## src/rtl/rbcla_serial_sub_20_pkg.sv

```systemverilog
// Shared definitions for the serial ripple-block look-ahead subtractor.
package rbcla_pkg;

    localparam int WIDTH = 20;
    localparam int BLK   = 4;
    localparam int NBLK  = WIDTH / BLK;
    localparam int CNT_W = (NBLK > 1) ? $clog2(NBLK) : 1;

    typedef enum logic [1:0] {
        IDLE = 2'd0,
        RUN  = 2'd1,
        DONE = 2'd2
    } state_t;

endpackage

```

## src/rtl/rbcla_serial_sub_20_chk.sv

```systemverilog
// Consistency checker for the serial subtractor: the slice's block G/P must
// agree with its ripple carry-out, and the FSM must stay in a legal state.
module rbcla_serial_sub_20_chk
    import rbcla_pkg::*;
(
    input logic   clk,
    input logic   rst,
    input state_t state,
    input logic   cin,
    input logic   cout,
    input logic   g_blk,
    input logic   p_blk
);

    // Sample the invariants once per cycle outside reset.
    always_ff @(posedge clk) begin
        if (!rst) begin
            assert (cout == (g_blk | (p_blk & cin)))
                else $error("cla slice carry-out disagrees with block G/P");
            assert ((state == IDLE) || (state == RUN) || (state == DONE))
                else $error("illegal FSM state");
        end
    end

endmodule

```

## src/rtl/rbcla_serial_sub_20_cla_blk_4.sv

```systemverilog
// 4-bit carry look-ahead slice: generate/propagate per bit, carries expanded
// in two-level form, plus block-level G/P for hierarchical look-ahead.
module cla_blk_4 (
    input  logic [3:0] a,
    input  logic [3:0] b,
    input  logic       cin,
    output logic [3:0] s,
    output logic       cout,
    output logic       g_blk,
    output logic       p_blk
);

    logic [3:0] g_s;
    logic [3:0] p_s;
    logic [4:0] c_s;

    // Bit generate/propagate, look-ahead carries and sum bits.
    always_comb begin
        g_s    = a & b;
        p_s    = a ^ b;
        c_s[0] = cin;
        c_s[1] = g_s[0] | (p_s[0] & cin);
        c_s[2] = g_s[1] | (p_s[1] & g_s[0]) | (p_s[1] & p_s[0] & cin);
        c_s[3] = g_s[2] | (p_s[2] & g_s[1]) | (p_s[2] & p_s[1] & g_s[0])
               | (p_s[2] & p_s[1] & p_s[0] & cin);
        c_s[4] = g_s[3] | (p_s[3] & g_s[2]) | (p_s[3] & p_s[2] & g_s[1])
               | (p_s[3] & p_s[2] & p_s[1] & g_s[0])
               | (p_s[3] & p_s[2] & p_s[1] & p_s[0] & cin);
        s      = p_s ^ c_s[3:0];
        cout   = c_s[4];
        g_blk  = g_s[3] | (p_s[3] & g_s[2]) | (p_s[3] & p_s[2] & g_s[1])
               | (p_s[3] & p_s[2] & p_s[1] & g_s[0]);
        p_blk  = &p_s;
    end

endmodule

```

## src/rtl/rbcla_serial_sub_20.sv

```systemverilog
// Serial 20-bit subtractor: D = X + ~Y + 1, one 4-bit look-ahead block per
// cycle with the inter-block carry held in a register. valid/ready on both
// sides; no overlap between consecutive operations.
module rbcla_serial_sub_20 #(
    parameter int WIDTH = rbcla_pkg::WIDTH,
    parameter int BLK   = rbcla_pkg::BLK    // slice is fixed at 4 bits
) (
    input  logic             clk,
    input  logic             rst,
    input  logic             in_valid,
    output logic             in_ready,
    input  logic [WIDTH-1:0] x,
    input  logic [WIDTH-1:0] y,
    output logic             out_valid,
    input  logic             out_ready,
    output logic [WIDTH:0]   d
);

    import rbcla_pkg::*;

    localparam int NB = WIDTH / BLK;
    localparam int KW = (NB > 1) ? $clog2(NB) : 1;

    state_t           state_r;
    state_t           state_next_s;
    logic [KW-1:0]    k_r;
    logic             carry_r;
    logic [WIDTH-1:0] x_r;
    logic [WIDTH-1:0] y_r;
    logic [WIDTH:0]   d_r;

    logic [WIDTH-1:0] x_shift_s;
    logic [WIDTH-1:0] y_shift_s;
    logic [BLK-1:0]   a_blk_s;
    logic [BLK-1:0]   b_blk_s;
    logic [BLK-1:0]   sum_s;
    logic             cout_s;
    logic             g_blk_s;
    logic             p_blk_s;
    logic             last_s;

    // Block select: shifting by k*BLK is the k-way mux onto the slice inputs.
    assign x_shift_s = x_r >> (k_r * BLK);
    assign y_shift_s = y_r >> (k_r * BLK);
    assign a_blk_s   = x_shift_s[BLK-1:0];
    assign b_blk_s   = ~y_shift_s[BLK-1:0];
    assign last_s    = (k_r == KW'(NB - 1));

    cla_blk_4 u_cla (
        .a     (a_blk_s),
        .b     (b_blk_s),
        .cin   (carry_r),
        .s     (sum_s),
        .cout  (cout_s),
        .g_blk (g_blk_s),
        .p_blk (p_blk_s)
    );

    rbcla_serial_sub_20_chk u_chk (
        .clk   (clk),
        .rst   (rst),
        .state (state_r),
        .cin   (carry_r),
        .cout  (cout_s),
        .g_blk (g_blk_s),
        .p_blk (p_blk_s)
    );

    // Next-state decode for the IDLE -> RUN -> DONE sequence.
    always_comb begin
        state_next_s = state_r;
        case (state_r)
            IDLE: begin
                if (in_valid) state_next_s = RUN;
                else          state_next_s = IDLE;
            end
            RUN: begin
                if (last_s) state_next_s = DONE;
                else        state_next_s = RUN;
            end
            DONE: begin
                if (out_ready) state_next_s = IDLE;
                else           state_next_s = DONE;
            end
            default: state_next_s = IDLE;
        endcase
    end

    // State register.
    always_ff @(posedge clk or posedge rst) begin
        if (rst) state_r <= IDLE;
        else     state_r <= state_next_s;
    end

    // Datapath: operand capture, per-block sum write-back and carry ripple.
    always_ff @(posedge clk or posedge rst) begin
        if (rst) begin
            x_r     <= {WIDTH{1'b0}};
            y_r     <= {WIDTH{1'b0}};
            d_r     <= {(WIDTH + 1){1'b0}};
            carry_r <= 1'b1;
            k_r     <= {KW{1'b0}};
        end else begin
            case (state_r)
                IDLE: begin
                    if (in_valid) begin
                        x_r     <= x;
                        y_r     <= y;
                        d_r     <= {(WIDTH + 1){1'b0}};
                        carry_r <= 1'b1;
                        k_r     <= {KW{1'b0}};
                    end
                end
                RUN: begin
                    for (int i = 0; i < NB; i++) begin
                        if (k_r == KW'(i)) d_r[i*BLK +: BLK] <= sum_s;
                    end
                    carry_r <= cout_s;
                    if (last_s) begin
                        d_r[WIDTH] <= ~cout_s;
                        k_r        <= {KW{1'b0}};
                    end else begin
                        k_r        <= k_r + KW'(1);
                    end
                end
                DONE: begin
                    d_r <= d_r;
                end
                default: begin
                    d_r <= {(WIDTH + 1){1'b0}};
                end
            endcase
        end
    end

    // Handshake flags are decoded straight from the state register.
    assign in_ready  = (state_r == IDLE);
    assign out_valid = (state_r == DONE);
    assign d         = d_r;

endmodule

```

## config.mk

```make
export PLATFORM = sky130hd
export DESIGN_NAME = rbcla_serial_sub_20
export DESIGN_NICKNAME = d
export VERILOG_FILES = /design/src/rtl/rbcla_serial_sub_20_pkg.sv /design/src/rtl/rbcla_serial_sub_20_chk.sv /design/src/rtl/rbcla_serial_sub_20_cla_blk_4.sv /design/src/rtl/rbcla_serial_sub_20.sv
export SDC_FILE = /design/constraint.sdc
export NUM_CORES = 1
export LEC_CHECK = 0
export ABC_AREA = 1
export ABC_CLOCK_PERIOD_IN_PS = 4000
export BUFFER_PORTS_ARGS = -buffer_cell sky130_fd_sc_hd__buf_2
export CAP_MARGIN = 40
export CELL_PAD_IN_SITES_DETAIL_PLACEMENT = 2
export CELL_PAD_IN_SITES_GLOBAL_PLACEMENT = 2
export CORE_MARGIN = 2
export CORE_UTILIZATION = 37
export CTS_CLUSTER_SIZE = 24
export DETAILED_ROUTE_END_ITERATION = 8
export PLACE_DENSITY_LB_ADDON = 0.1
export SETUP_SLACK_MARGIN = 0.2
export SYNTH_ARGS = -nofsm -noshare
export SYNTH_HDL_FRONTEND = slang
export SYNTH_SLANG_ARGS = --single-unit
```

## constraint.sdc

```tcl
create_clock -name clk -period 4 [get_ports clk]
set_clock_uncertainty 0.1 [all_clocks]
set_input_delay 0.4 -clock clk [delete_from_list [all_inputs] [get_ports clk]]
set_output_delay 0.4 -clock clk [all_outputs]
set_load 0.1 [all_outputs]
```

==> results of run 1 <==
==> through the flow <==
step,util,worst slack (ps),hold slack (ps),cells,instance area [um2]
after floorplan,-,1757,378.1,338,3364
after global placement,0.4260,1196,358.4,501,3734
after detailed placement,0.4283,997.8,368.4,502,3754
after CTS,0.4473,950.0,135.0,518,3920
after global routing,0.4473,550.6,150.5,518,3920
final,0.4473,1029,110.8,518,3920
==> worst reg2reg max path: cells and delay by family (launching register included) <==
family / cells / cell delay, ps
simple gates: 8 / 950
flops: 1 / 630
compound gates: 1 / 480
buf+inv: 1 / 420
fa+ha+maj: 1 / 330
==> cells in the final DEF, fill, tap and decap left out, drive strengths merged <==
cell	count
clkinvlp	1
o21ai	21
buf	69
o22ai	1
nand4	12
clkbuf	13
a21oi	9
dfrtp	66
nand2	95
mux2	32
o31ai	1
or2	2
ha	10
nor2	11
dfstp	1
nand3	31
inv	32
clkinv	2
fa	1
==> worst paths after layout <==
check / startpoint / slack (ps) / to / cells after the start
min in group clk: out_ready / 140 / state_r[1]$_DFF_PP0_ / 2
worst min-delay path: rst / 110 / x_r[9]$_DFFE_PP0P_ / 2
worst max-delay path: k_r[0]$_DFFE_PP0P_ / 1030 / d[20]$_DFFE_PP0P_ / 11
worst min register to register: d[14]$_DFFE_PP0P_ / 380 / d[14]$_DFFE_PP0P_ / 2
max in group asynchronous: rst / 2750 / carry_r$_DFFE_PP1P_ / 3
worst max register to register: k_r[0]$_DFFE_PP0P_ / 1030 / d[20]$_DFFE_PP0P_ / 11
==> per-layer routing <==
layer | routed length, um | vias to the layer above | global-route usage
li1 | - | 1239 | -
met5 | 0 | - | 0
met4 | 141 | 0 | 0.06639
met3 | 266 | 11 | 0.02741
met2 | 4261 | 46 | 0.3311
met1 | 4226 | 1291 | 0.2738
==> sequential cells by signal (all words and copies together) (netlist names) <==
register and flops:
d 21, state_r 2, y_r 20, k_r 3, x_r 20, carry_r 1
==> final cells by class <==
class,count,share of cell area
Sequential cell,67,0.4280
Multi-Input combinational cell,226,0.3712
Timing Repair Buffer,69,0.09320
Clock buffer,13,0.03798
Tap cell,108,0.03447
Inverter,32,0.03064
Clock inverter,3,0.004469
==> logic make-up after synthesis <==
| logic type | count (synthesis) | synth area share |
|---|---|---|
| multiplexers | 32 | 0.1428 |
| flip-flops | 67 | 0.4987 |
| AO/OA/AOI/OAI | 32 | 0.04872 |
| adder cells (fa/ha/maj) | 11 | 0.04314 |
| buffers and inverters | 45 | 0.06880 |
| AND/OR/NAND/NOR | 151 | 0.1978 |
==> impl_metrics.json, run 1 <==
{
  "status": "complete, no violations",
  "grt_pass1_wl_um": 15480,
  "dr.first_iter.drc_count": 78,
  "cp_common_cell": "nand2_1",
  "postSynthCellCount": 338,
  "worst-path-buf-inv": 1,
  "avgViaCountPerCell": 4.994,
  "synthDistinctLibCells": 24,
  "synth_area_leaders": "dfrtp_1 (49%), mux2_4 (14%), nand2_1 (9.9%)",
  "synth_area_um2": 3364,
  "synth_top_area_frac": 0.4909,
  "initial_core_util": 0.3839,
  "slew_headroom": 0.4529,
  "dr_total_vias": 2587,
  "fin_crit_sh": 0.7428,
  "maxCapViolCount": 0,
  "core_area_um2": 8763,
  "cts_htree_levels": 3,
  "place_congestion": 0.8103,
  "cts_hold_buf": 0,
  "grt_pass1_vias": 2949,
  "syn2layout_area_growth_pct": 16.51,
  "numCtsBuffers": 9,
  "crit_fanout": 21,
  "syn_nets": 393,
  "async_flop_share": 1.000,
  "hold_path_class": "input port to async pin",
  "overflow": 0,
  "final_antenna_net_count": 0,
  "n_antenna_cell": 0,
  "clockBufferDepth": 2,
  "hold_viol_final": 0,
  "synth-edff-count": 0,
  "yosysMostFrequentCell": "nand2_1",
  "drtPass1Iterations": 4,
  "critPathTopFamily": "simple AND/OR/NAND/NOR gates",
  "cp.required_ps": 4180,
  "tightestPinTransition_ps": 819.4,
  "cp-start-kind": "register",
  "avgSynthCellArea_um2": 9.954,
  "rsz0062_at_grt": "false",
  "end_kind": "register",
  "wl_um": 8895,
  "route.detailed.drc": 0,
  "antenna_found_initial": 0,
  "io_pins": 67,
  "worst_path_max_delay_cell": "dfrtp_1",
  "clk_pin_slew_worst_paths_ps": 80,
  "slowest_delay_ps": 630,
  "track_usage": 0.2007,
  "ys_seq_area_frac": 0.4987,
  "clock_latency_ps": 340,
  "die_h_um": 99.36,
  "nets": 460,
  "ys_ff_latch": 67,
  "cts_resized": 0,
  "postCtsSetupBuffers": 0,
  "dieArea_um2": 9872,
  "setup_viol": 0,
  "die_x_um": 99.36,
  "io_buffers": 66,
  "fill_cells": 974,
  "hpwlAfterDp_um": 6507,
  "cts_sinks": 67,
  "fmax_mhz": 336.5,
  "finalMaxSlewViolations": 0,
  "critPathKind": "register to register",
  "cp.arrival_ps": 3150,
  "seqCellArea_um2": 1678,
  "multi_input_area_um2": 1455,
  "wire_per_inst_um": 17.17,
  "synth_common_cells": "nand2_1 (89), dfrtp_1 (66), mux2_4 (32)",
  "setup_tns_ps": 0,
  "yosys_warnings": 0,
  "cts_tree": "done",
  "yosys_most_used_dff": "dfrtp_1",
  "grt_max_degree": 40,
  "cts-root-buf": "clkbuf_8",
  "fin_crit_ps": 2971,
  "synth.largest_area_cell": "dfrtp_1",
  "drive_gt1_frac": 0.3171,
  "fp-row-count": 34,
  "cp_cell_sequence": "inv_2 -> nand3_1 -> o21ai_0 -> ha_1 -> nand2_1 -> nand2_1 -> nand2_1 -> nand2_1 -> nand2_1 -> nand4_1 -> nand2_1"
}
Power of run 1 is not shown: default switching activity piles up to over one toggle a cycle in this logic, so the estimate is an artifact.
==> run 2, diff against run 1 <==
--- a/config.mk
+++ b/config.mk
@@ -5,14 +5,14 @@
 export SDC_FILE = /design/constraint.sdc
 export NUM_CORES = 1
 export LEC_CHECK = 0
-export ABC_AREA = 1
-export ABC_CLOCK_PERIOD_IN_PS = 4000
+export ABC_AREA = 0
+export ABC_CLOCK_PERIOD_IN_PS = 2400
 export BUFFER_PORTS_ARGS = -buffer_cell sky130_fd_sc_hd__buf_2
 export CAP_MARGIN = 40
 export CELL_PAD_IN_SITES_DETAIL_PLACEMENT = 2
 export CELL_PAD_IN_SITES_GLOBAL_PLACEMENT = 2
 export CORE_MARGIN = 2
-export CORE_UTILIZATION = 37
+export CORE_UTILIZATION = 33
 export CTS_CLUSTER_SIZE = 24
 export DETAILED_ROUTE_END_ITERATION = 8
 export PLACE_DENSITY_LB_ADDON = 0.1
==> constraint.sdc (replaced) <==
create_clock -name clk -period 2.4 [get_ports clk]
set_clock_uncertainty 0.1 [all_clocks]
set_input_delay 0.24 -clock clk [delete_from_list [all_inputs] [get_ports clk]]
set_output_delay 0.24 -clock clk [all_outputs]
set_load 0.1 [all_outputs]
==> impl_metrics.json, run 2 <==
{
  "syn_nets": 300,
  "die_h_um": 101.9,
  "antenna_found_initial": 0,
  "cp.required_ps": 2530,
  "clockBufferDepth": 2,
  "grt_max_degree": 43,
  "fmax_mhz": 401.8,
  "syn2layout_area_growth_pct": 28.02,
  "worst_path_max_delay_cell": "dfrtp_2",
  "fp-row-count": 35,
  "maxCapViolCount": 0,
  "slowest_delay_ps": 410,
  "dr.first_iter.drc_count": 35,
  "fin_crit_ps": 2489,
  "synth.largest_area_cell": "dfrtp_1",
  "violations": "negative setup slack",
  "nets": 391,
  "seqCellArea_um2": 1679,
  "fin_crit_sh": 1.037,
  "ys_ff_latch": 67,
  "synth-edff-count": 0,
  "rsz0062_at_grt": "true",
  "synth_common_cells": "dfrtp_1 (66), mux2_2 (48), mux2i_1 (16)",
  "cp.arrival_ps": 2620,
  "setup_tns_ps": -578.5,
  "final_common_cell": "buf_2",
  "worst-path-buf-inv": 2,
  "yosysMostFrequentCell": "dfrtp_1",
  "yosys_warnings": 0,
  "fill_cells": 988,
  "avgViaCountPerCell": 4.881,
  "overflow": 0,
  "cp-start-kind": "register",
  "postSynthCellCount": 245,
  "end_kind": "register",
  "final_antenna_net_count": 0,
  "status": "finished with violations",
  "setup_ws_ps": -88.91,
  "core_area_um2": 9284,
  "hold_viol_final": 0,
  "dieArea_um2": 10380,
  "drtPass1Iterations": 4,
  "cts_tree": "done",
  "cts-root-buf": "clkbuf_8",
  "io_pins": 67,
  "wire_per_inst_um": 16.95,
  "place_congestion": 0.7274,
  "slew_headroom": 0.5638,
  "cts_sinks": 67,
  "die_x_um": 101.9,
  "critPathTopFamily": "compound AO/OA/AOI/OAI gates",
  "multi_input_area_um2": 1453,
  "grt_pass1_wl_um": 12970,
  "clk_pin_slew_worst_paths_ps": 70,
  "finalMaxSlewViolations": 0,
  "grt_pass1_vias": 2485,
  "hold_path_class": "input port to register",
  "ys_seq_area_frac": 0.5307,
  "synth_area_leaders": "dfrtp_1 (52%), mux2_2 (17%), mux2i_1 (5.1%)",
  "synth_top_area_frac": 0.5224,
  "initial_core_util": 0.3406,
  "synth_area_um2": 3162,
  "route.detailed.drc": 0,
  "crit_fanout": 5,
  "setup_viol": 15,
  "async_flop_share": 1.000,
  "numCtsBuffers": 9,
  "avgSynthCellArea_um2": 12.91,
  "io_buffers": 66,
  "n_antenna_cell": 0,
  "drive_gt1_frac": 0.5103,
  "clock_latency_ps": 340,
  "synthDistinctLibCells": 33,
  "cp_cell_sequence": "buf_6 -> mux2i_4 -> nor2_1 -> a21oi_1 -> o22ai_1 -> ha_1 -> a21oi_2 -> o21ai_2 -> xor2_1 -> buf_4 -> a32o_1",
  "yosys_most_used_dff": "dfrtp_1",
  "final_cell_mix": "buf_2 (66), dfrtp_1 (65), mux2_2 (48)",
  "hpwlAfterDp_um": 5919,
  "tightestPinTransition_ps": 647.5,
  "critPathKind": "register to register",
  "largest_register_ffs": 21,
  "cts_htree_levels": 3,
  "wl_um": 7967,
  "dr_total_vias": 2294,
  "track_usage": 0.1660
}
-- run 2: path summary, 6_finish.rpt --
| kind | slack [ps] | endpoint | cells after the start | start |
|---|---|---|---|---|
| worst max-delay path | -90 | d[11]$_DFFE_PP0P_ | 11 | k_r[2]$_DFFE_PP0P_ |
| worst min-delay path | 10 | x_r[16]$_DFFE_PP0P_ | 2 | x[16] |
| worst max register to register | -90 | d[11]$_DFFE_PP0P_ | 11 | k_r[2]$_DFFE_PP0P_ |
| worst min register to register | 400 | d[17]$_DFFE_PP0P_ | 1 | d[17]$_DFFE_PP0P_ |
| max in group asynchronous | 1110 | x_r[9]$_DFFE_PP0P_ | 4 | rst |
| min in group asynchronous | 350 | y_r[16]$_DFFE_PP0P_ | 3 | rst |
-- run 2: metrics by stage --
step	setup slack (ps)	area [um2]	hold WS, ps	util	instances
after floorplan	189.6	3208	274.7	-	245
after detailed placement	-129.1	3784	175.5	0.4075	451
after CTS	-107.6	4010	4.601	0.4319	469
after global routing	-206.5	4048	13.73	0.4360	470
after global placement	-48.99	3784	163.5	0.4075	451
final	-88.91	4048	14.67	0.4360	470
-- run 2: timing repair --
| item | CTS | global route |
|---|---|---|
| endpoints found under the setup margin | 22 | 22 |
| endpoints found under the hold margin | 19 | 0 |
| buffers inserted | 0 | 1 |
| hold buffers | 2 | 0 |
| resized for setup | 8 | 8 |
| pin swaps | 0 | 20 |
| cloned | 0 | 0 |
-- run 2: per-layer routing --
metal / routed length, um / track usage / up-vias
met4: 103 / 0.05538 / 0
met3: 314 / 0.04104 / 9
li1: - / - / 1058
met2: 3918 / 0.2723 / 51
met5: 0 / 0 / -
met1: 3630 / 0.2162 / 1176
-- run 2: final cells by class --
class                           instances  share of cell area
Sequential cell                        67              0.4148
Multi-Input combinational cell        160              0.3589
Timing Repair Buffer                   90              0.1363
Clock buffer                           14             0.04019
Tap cell                              129             0.03988
Inverter                                8            0.007419
Clock inverter                          2            0.002473
-- run 2: cell families after synthesis --
group                    count (synthesis)  synth area share
adder cells (fa/ha/maj)                 11           0.04590
flip-flops                              67            0.5307
multiplexers                            67            0.2323
buffers and inverters                   18           0.03324
AND/OR/NAND/NOR                         36           0.05382
XOR/XNOR                                 3          0.008312
AO/OA/AOI/OAI                           43           0.09577
Power of run 2 is left out for the same reason.
